<file path="config.mk">
export PLATFORM = sky130hd
export DESIGN_NAME = rf_access_arbiter
export DESIGN_NICKNAME = d
export VERILOG_FILES = /design/src/rtl/rf_access_arbiter_pkg.sv /design/src/rtl/rf_port_mux.sv /design/src/rtl/rf_access_arbiter.sv
export SDC_FILE = /design/constraint.sdc
export NUM_CORES = 1
export LEC_CHECK = 0
export CAP_MARGIN = 15
export CORE_MARGIN = 2
export CORE_UTILIZATION = 31
export DETAILED_ROUTE_END_ITERATION = 6
export GPL_TIMING_DRIVEN = 0
export PLACE_DENSITY_LB_ADDON = 0.25
export SYNTH_ARGS = -nofsm -noshare
export SYNTH_HDL_FRONTEND = slang
export SYNTH_SLANG_ARGS = --single-unit
</file>
<file path="constraint.sdc">
create_clock -name clk -period 5.46 [get_ports clk]
set_input_delay 1.365 -clock clk [delete_from_list [all_inputs] [get_ports clk]]
set_output_delay 1.365 -clock clk [all_outputs]
set_load 0.02 [all_outputs]
</file>
<file path="src/rtl/rf_access_arbiter_pkg.sv">
// Shared definitions for the register-file access arbiter: state encodings,
// requester indices and a small state helper.
package rf_access_arbiter_pkg;

  // Grant states are one-hot on the requester so the state register doubles as gnt_o
  localparam logic [1:0] ST_IDLE   = 2'b00;
  localparam logic [1:0] ST_GRANT0 = 2'b01;
  localparam logic [1:0] ST_GRANT1 = 2'b10;

  localparam int REQ_FX   = 0;
  localparam int REQ_HOST = 1;

  localparam int HOLD_W = 4;

  function automatic logic [1:0] grantState(input logic idx);
    return idx ? ST_GRANT1 : ST_GRANT0;
  endfunction

endpackage

</file>
<file path="src/rtl/rf_port_mux.sv">
// Selects the granted requester's register-file fields; drives zeros when idle.
module rf_port_mux
  import rf_access_arbiter_pkg::*;
#(
  parameter int DW = 32,
  parameter int AW = 3
) (
  input  logic [1:0]      gnt_i,
  input  logic [1:0]      we_i,
  input  logic [2*AW-1:0] wa_i,
  input  logic [2*DW-1:0] wd_i,
  input  logic [2*AW-1:0] ra1_i,
  input  logic [2*AW-1:0] ra2_i,
  output logic            rf_we_o,
  output logic [AW-1:0]   rf_wa_o,
  output logic [DW-1:0]   rf_wd_o,
  output logic [AW-1:0]   rf_ra1_o,
  output logic [AW-1:0]   rf_ra2_o
);

  always_comb begin
    rf_we_o  = 1'b0;
    rf_wa_o  = '0;
    rf_wd_o  = '0;
    rf_ra1_o = '0;
    rf_ra2_o = '0;
    case (gnt_i)
      ST_GRANT0: begin
        rf_we_o  = we_i[REQ_FX];
        rf_wa_o  = wa_i[REQ_FX*AW +: AW];
        rf_wd_o  = wd_i[REQ_FX*DW +: DW];
        rf_ra1_o = ra1_i[REQ_FX*AW +: AW];
        rf_ra2_o = ra2_i[REQ_FX*AW +: AW];
      end
      ST_GRANT1: begin
        rf_we_o  = we_i[REQ_HOST];
        rf_wa_o  = wa_i[REQ_HOST*AW +: AW];
        rf_wd_o  = wd_i[REQ_HOST*DW +: DW];
        rf_ra1_o = ra1_i[REQ_HOST*AW +: AW];
        rf_ra2_o = ra2_i[REQ_HOST*AW +: AW];
      end
      default: ;
    endcase
  end

endmodule

</file>
<file path="src/rtl/rf_access_arbiter.sv">
// Two-requester register-file arbiter: round-robin on contention, lockable
// grants, and a hold timeout that forcibly hands the port to a waiting requester.
module rf_access_arbiter
  import rf_access_arbiter_pkg::*;
#(
  parameter int DW      = 32,
  parameter int AW      = 3,
  parameter int TIMEOUT = 8
) (
  input  logic            clk,
  input  logic            reset,
  input  logic [1:0]      req_i,
  input  logic [1:0]      lock_i,
  input  logic [1:0]      we_i,
  input  logic [2*AW-1:0] wa_i,
  input  logic [2*DW-1:0] wd_i,
  input  logic [2*AW-1:0] ra1_i,
  input  logic [2*AW-1:0] ra2_i,
  input  logic            clear_i,
  output logic [1:0]      gnt_o,
  output logic            rf_we,
  output logic [AW-1:0]   rf_wa,
  output logic [AW-1:0]   rf_ra1,
  output logic [AW-1:0]   rf_ra2,
  output logic [DW-1:0]   rf_wd,
  output logic [1:0]      timeout_o
);

  localparam logic [HOLD_W-1:0] HOLD_LIMIT = HOLD_W'(TIMEOUT - 1);

  logic [1:0]        state_q, state_d;
  logic              rrPtr_q, rrPtr_d;
  logic [HOLD_W-1:0] holdCnt_q, holdCnt_d;
  logic [1:0]        timeout_q, timeout_d;
  logic [1:0]        toSet;
  logic              owner, other;

  assign owner = state_q[1];
  assign other = ~owner;

  // rrPtr_q remembers the last granted requester; the opposite one wins a tie from IDLE
  always_comb begin
    state_d = state_q;
    toSet   = 2'b00;
    case (state_q)
      ST_IDLE: begin
        if (req_i[0] && req_i[1]) state_d = grantState(~rrPtr_q);
        else if (req_i[0])        state_d = ST_GRANT0;
        else if (req_i[1])        state_d = ST_GRANT1;
      end
      ST_GRANT0, ST_GRANT1: begin
        if (req_i[other] && (holdCnt_q == HOLD_LIMIT)) begin
          state_d      = grantState(other);
          toSet[owner] = 1'b1;
        end else if (req_i[owner] && (lock_i[owner] || !req_i[other])) begin
          state_d = state_q;
        end else if (req_i[other]) begin
          state_d = grantState(other);
        end else begin
          state_d = ST_IDLE;
        end
      end
      default: state_d = ST_IDLE;
    endcase
  end

  always_comb begin
    holdCnt_d = holdCnt_q;
    if (state_d != state_q)
      holdCnt_d = '0;
    else if ((state_q != ST_IDLE) && req_i[other] && (holdCnt_q != '1))
      holdCnt_d = holdCnt_q + 1'b1;
  end

  // A new timeout event outranks a same-cycle clear so it is never lost
  assign rrPtr_d   = ((state_d != state_q) && (state_d != ST_IDLE)) ? state_d[1] : rrPtr_q;
  assign timeout_d = (timeout_q & ~{2{clear_i}}) | toSet;

  always_ff @(posedge clk or posedge reset) begin
    if (reset) begin
      state_q   <= ST_IDLE;
      rrPtr_q   <= 1'b1;
      holdCnt_q <= '0;
      timeout_q <= 2'b00;
    end else begin
      state_q   <= state_d;
      rrPtr_q   <= rrPtr_d;
      holdCnt_q <= holdCnt_d;
      timeout_q <= timeout_d;
    end
  end

  assign gnt_o     = state_q;
  assign timeout_o = timeout_q;

  rf_port_mux #(.DW(DW), .AW(AW)) u_mux (
    .gnt_i    (state_q),
    .we_i     (we_i),
    .wa_i     (wa_i),
    .wd_i     (wd_i),
    .ra1_i    (ra1_i),
    .ra2_i    (ra2_i),
    .rf_we_o  (rf_we),
    .rf_wa_o  (rf_wa),
    .rf_wd_o  (rf_wd),
    .rf_ra1_o (rf_ra1),
    .rf_ra2_o (rf_ra2)
  );

endmodule

</file>
-- Yosys cells after proc, flatten, opt, wreduce, memory -nomap -nowiden
Cells that the tools add are included.
- multiply operators: 0
- multiplexer cells: 26
- div/mod/pow operators: 0
- shift operators: 0
- bitwise gates (word level): 4
- equality and inequality tests: 5
- add/subtract/negate cells: 1
- reduce and logical (&&, ||, !) cells: 14
- order comparisons: 3
- operators by type and width (operator ; number):
    32-bit one-hot mux with 2 select lines ; 1
    2-bit two-way mux ; 10
    3-bit one-hot mux with 2 select lines ; 3
    4-bit two-way mux ; 2
    1-bit logical AND ; 7
    1-bit two-way mux ; 7
    2-bit nonzero test ; 3
    4-bit by 1-bit adder with 4-bit output (second input constant) ; 1
    4-bit by 3-bit equality test with 1-bit output (second input constant) ; 1
    1-bit by 2-bit less-than comparator with 1-bit output (second input constant) ; 2
    4-bit inequality test (second input constant) ; 1
    2-bit one-hot mux with 2 select lines ; 1
    2-bit AND ; 1
    2-bit by 1-bit equality test with 1-bit output (second input constant) ; 1
    2-bit equality test (second input constant) ; 1
    2-bit zero test ; 1
    2-bit inequality test ; 1
    2-bit NOT ; 1
    2-bit bitwise OR ; 1
    1-bit one-hot mux with 2 select lines ; 1
    2-bit OR reduction ; 1
    1-bit demux with 1-bit select ; 1
    1-bit >= comparator (second input constant) ; 1
    1-bit zero test ; 1
    other kinds (2) ; 2
- latch bits: 0
- memory bits (writable): 0
- bits in read-only memories: 0
- word-level logic and storage cells: 57
- memories: 0
- flip-flop bits (word level): 9
- output and inout bits: 46

-- Longest topological paths before layout
- depth after elaboration: 11
- gate-level depth with buffers: 8

-- Cells and area by module
A second synthesis with hierarchy kept.
- cell total of the unflattened synthesis: 170
- area, all modules: 1362.6 µm²
- by module, submodules not included (module ; sequential area each (µm²) ; cells an instance ; area each (µm²) ; times used):
    rf_port_mux ; 0.0 ; 103 ; 690.7 ; 1
    rf_access_arbiter ; 226.5 ; 67 ; 671.9 ; 1

-- Worst setup path after synthesis
Ideal clock, no wire load.
- path kind: input to output
- from: input ra1_i[3]
- to: output rf_ra1[0]
- data arrival time: 1.763 ns
- stages: 2
- slack: 2.332 ns
- cell sequence: a22oi_1 nor2b_1
- word-level cells in the longest chain between the ends: 1
- ends and longest elaborated chain (element ; RTL line ; RTL):
    from (decl) ; rf_access_arbiter.sv:17 ; input logic [2*AW-1:0] ra1_i,
    3-bit one-hot mux with 2 select lines ; rf_port_mux.sv:27 ; case (gnt_i)
    to (decl) ; rf_access_arbiter.sv:23 ; output logic [AW-1:0] rf_ra1,
Every way passes these cells.

-- Worst setup path in the final report
- from: input ra1_i[4]
- to: output rf_ra1[1]
The elaborated chain is that of the path after synthesis.

==> summary.md <==
| Metric | Value |
|---|---|
| Total of hold buffers inserted after clock tree synthesis | `0` |
| Max-cap viol count | `0` |
| XOR/XNOR share of the synthesized area | `0.0324` |
| Remaining design rule violation count | `0` |
| Width of the chip | `69.1 um` |
| Final Cycle Share | `0.742` |
| Die Ht | `69.1 um` |
| Maximum fanout count along the critical path | `1` |
| Core Footprint | `around 4000 um^2` |
| DRT Wirelength | `5320 um` |
| 1st-iter DRT viols | `between 80 and 90` |
| Largest cells by area after synthesis | `sky130_fd_sc_hd__a22oi_1 24%, sky130_fd_sc_hd__nor2b_1 22%, sky130_fd_sc_hd__dfrtp_1 15%, sky130_fd_sc_hd__ha_1 4.8%, sky130_fd_sc_hd__clkbuf_1 4.0%` |
| Startpoint of the most critical register-to-register path | `gnt_o[1]` |
| Relative slew margins | `0.697` |
| Crit path cell chain | `clkdlybuf4s50_1 -> a22oi_1 -> nor2b_1 -> clkdlybuf4s50_1` |
| Worst flop-to-flop path endpoint | `rrPtr_q` |
| Worst-Skew Late Latency | `0.23 ns` |
| Overall fraction of global-route tracks in use | `0.218` |
| Data required time of the critical path | `just over 4 ns` |
| Syn. warnings | `0` |
| Worst voltage drop across the vdd grid | `0.236 mV` |
| Grt ovf | `0` |
| Clock transition at the register clock pins on the worst setup and hold paths after CTS | `~0.040 ns` |
| Vias in the first global route | `between 1,500 and 2,000` |
| Yosys cell types | `37` |
| Number of vias per cell | `~5.0` |
| Proportion of synthesized area in mux cells | `0.0153` |
| Post-route antenna net violation count | `0` |
| Kind of critical path | `in -> out` |
| Routed wire length per instance | `between 10 and 15 um` |
| Clock sink count | `9` |
| Leak | `between 1 and 1.5 nW` |
| Number of detailed-routing iterations run before antenna repair | `4` |
| Number of buffers between clock root and the deepest sink | `2` |
| Number of ports placed on the die boundary | `about 140` |
| Hold crit path type | `reg -> reg` |
| First-pass GRT wire length | `8670 um` |
| Most instantiated library cell after synthesis | `sky130_fd_sc_hd__nor2b_1` |
| Most used flip-flop cell after synthesis | `sky130_fd_sc_hd__dfrtp_1` |
| Clock tree from TritonCTS | `yes` |
| Share of the core filled with cells | `0.688` |
| GPL Wtd Cong | `roughly 0.80` |
| Maximum number of pins on one net before global-route repair | `12` |
| Cell chosen for the clock root | `sky130_fd_sc_hd__clkbuf_8` |
| Starting density of the core | `0.326` |
| Most common library cells after synthesis | `46 x sky130_fd_sc_hd__nor2b_1, 42 x sky130_fd_sc_hd__a22oi_1, 14 x sky130_fd_sc_hd__clkbuf_1` |
| Die Footprint | `approximately 4800 um^2` |
| Number of gates given a new drive strength after cts | `0` |
| Number of antenna violations at the first check in global routing | `0` |
| Max-slew violation total from the final report | `0` |
| Unrepaired setup endpoints after global routing | `no` |
| Kind of end point of the critical path | `primary output` |
| Setup violations, final | `0` |
| Final HPWL DP | `about 4300 um` |
| Worst slew pin tran | `roughly 0.45 ns` |
| Cell Pwr Density | `~430 nW/um^2` |
| Number of buffers created by CTS | `3` |
| Hold violation count in the final report | `0` |
| Share of layout cells above drive strength 1 | `0.0455` |
| Compound-cell area share of the yosys netlist | `0.357` |
| Post-synthesis share of cell area spent on full adders, half adders and majority gates | `0.0477` |
| Largest family of logic cells by synthesized area | `compound AO/OA/AOI/OAI gates` |
| Post-synth net total | `265` |
| Total negative slack for setup checks | `0 ns` |
| Destination of the worst hold path | `timeout_o[1]` |
| Syn avg cell area | `between 7 and 8 um^2` |
| Register-to-Register Setup Slack | `between 3 and 4 ns` |
| Finished layout cell area | `approximately 2800 um^2` |
| Kind of cell with the highest combined delay on the critical path | `buffers and inverters` |
| Post-route clock skew | `~0.0011 ns` |
| Worst setup SP type | `input pin` |
| Post-synthesis register bit count | `9` |
| Worst EP arrival | `approximately 2.7 ns` |
| Slowest cell delay on critical path | `just over 0.6 ns` |
| Number of buffers and inverters on the critical path | `2` |
| # port buffers | `135` |
| Peak clock frequency supported by timing | `247 MHz` |
| Share of the synthesized area in the top cell type | `0.240` |
| FFs w/ async S/R, synth | `1.00` |
| Site Rows | `23` |
| Post-synth design cell area | `1310 um^2` |
| Number of stages on the worst hold path | `2` |
| R2R cell count | `8` |
| Biggest area consumer among synthesized cells | `sky130_fd_sc_hd__a22oi_1` |
| Hold_sp | `timeout_o[1]` |
| Layout overhead on the synthesized area | `111%` |
| Number of buffers inserted by post-CTS setup repair | `0` |
| Most common cell on crit path | `sky130_fd_sc_hd__clkdlybuf4s50_1` |
| Final-stage net count | `between 400 and 500` |
| Run status | `completed` |
| Final critical path time including I/O delays and setup | `about 4.1 ns` |
| Vias after detailed routing | `about 1,800` |
| Slowest stage cell, crit path | `sky130_fd_sc_hd__clkdlybuf4s50_1` |
| Share of synthesized cell area in and, or, nand and nor gates | `0.312` |
| Antenna cell count | `0` |
| Post-synthesis instance total | `~170` |
| Seq/Total Area, Yosys | `0.173` |
| Total number of H-tree levels | `1` |
| Total cell area at the placement stage | `2730 um^2` |
| Number of enable-type register cells in the synthesized netlist | `0` |
==> layout make-up <==
class	count	area, um^2
flip-flops and latches	9	226
inverters	6	22.5
repair buffers	135	1350
fillers	326	1260
multi-input cells	139	1000
clock buffers	4	45.0
well taps	50	62.6
plain buffers	15	60.1
==> stage by stage <==
| stage | hold WS (ns) | power, mW | setup WS (ns) | cells |
|---|---|---|---|---|
| after global routing | 0.579 | 1.29 | 1.28 | 358 |
| after detailed placement | 0.528 | 1.12 | 1.42 | 354 |
| final | 0.534 | 1.20 | 1.41 | 358 |
| after floorplan | 0.548 | 0.721 | 2.33 | 169 |
| after CTS | 0.538 | 1.20 | 1.40 | 358 |
| after global placement | 0.520 | 1.12 | 1.41 | 354 |
==> placed cells by master, fill, tap and decap left out, types with 3 or more instances in the layout <==
master                            synthesis  final
sky130_fd_sc_hd__a22oi_1                 42     42
sky130_fd_sc_hd__ha_1                     5      5
sky130_fd_sc_hd__o21ai_0                  4      4
sky130_fd_sc_hd__nor2_1                   6      6
sky130_fd_sc_hd__inv_1                    5      5
sky130_fd_sc_hd__clkdlybuf4s50_1          0    135
sky130_fd_sc_hd__dfrtp_1                  8      8
sky130_fd_sc_hd__nand2_1                  6      6
sky130_fd_sc_hd__nor2b_1                 46     46
sky130_fd_sc_hd__clkbuf_1                14     15
sky130_fd_sc_hd__clkbuf_8                 0      3
==> kinds of logic (layout without fill, tap and decap cells) <==
| logic type | count (synthesis) | after routing |
|---|---|---|
| compound gates | 61 | 61 |
| xor+xnor | 4 | 4 |
| fa+ha+maj | 5 | 5 |
| buf+inv | 21 | 160 |
| flops | 9 | 9 |
| mux | 2 | 2 |
| simple gates | 67 | 67 |
==> metal layers <==
layer | vias up | track usage | wire length [um]
li1 | 893 | - | -
met1 | 783 | 0.261 | 2120
met2 | 89 | 0.381 | 2670
met3 | 13 | 0.0482 | 395
met4 | 0 | 0.0784 | 142
met5 | - | 0 | 0
==> where the power goes <==
| part | switching [mW] | internal, mW | leakage, nW | total (mW) |
|---|---|---|---|---|
| clock network | 0.0245 | 0.0507 | 0.0228 | 0.0752 |
| registers | 0.0239 | 0.0840 | 0.119 | 0.108 |
| logic | 0.515 | 0.497 | 0.887 | 1.01 |
==> tightest hold or removal path, stage by stage (launching register included) <==
cell and delay, ns:
sky130_fd_sc_hd__dfrtp_1 0.37, sky130_fd_sc_hd__inv_1 0.05, sky130_fd_sc_hd__o22ai_1 0.06
==> registers in the layout, indices dropped and copies added, names as in the netlist <==
| register | flops |
|---|---|
| rrPtr_q | 1 |
| gnt_o | 2 |
| holdCnt_q | 4 |
| timeout_o | 2 |
==> worst max path at each step <==
stage / cells past startpoint / start / to
final: 4 / ra1_i[4] / rf_ra1[1]
after global placement: 4 / ra1_i[4] / rf_ra1[1]
after global routing: 7 / gnt_o[1] / rf_wd[3]
after CTS: 4 / ra1_i[4] / rf_ra1[1]
after floorplan: 2 / ra1_i[3] / rf_ra1[0]
after detailed placement: 4 / ra1_i[4] / rf_ra1[1]
Power figures use the tool's default switching activity.
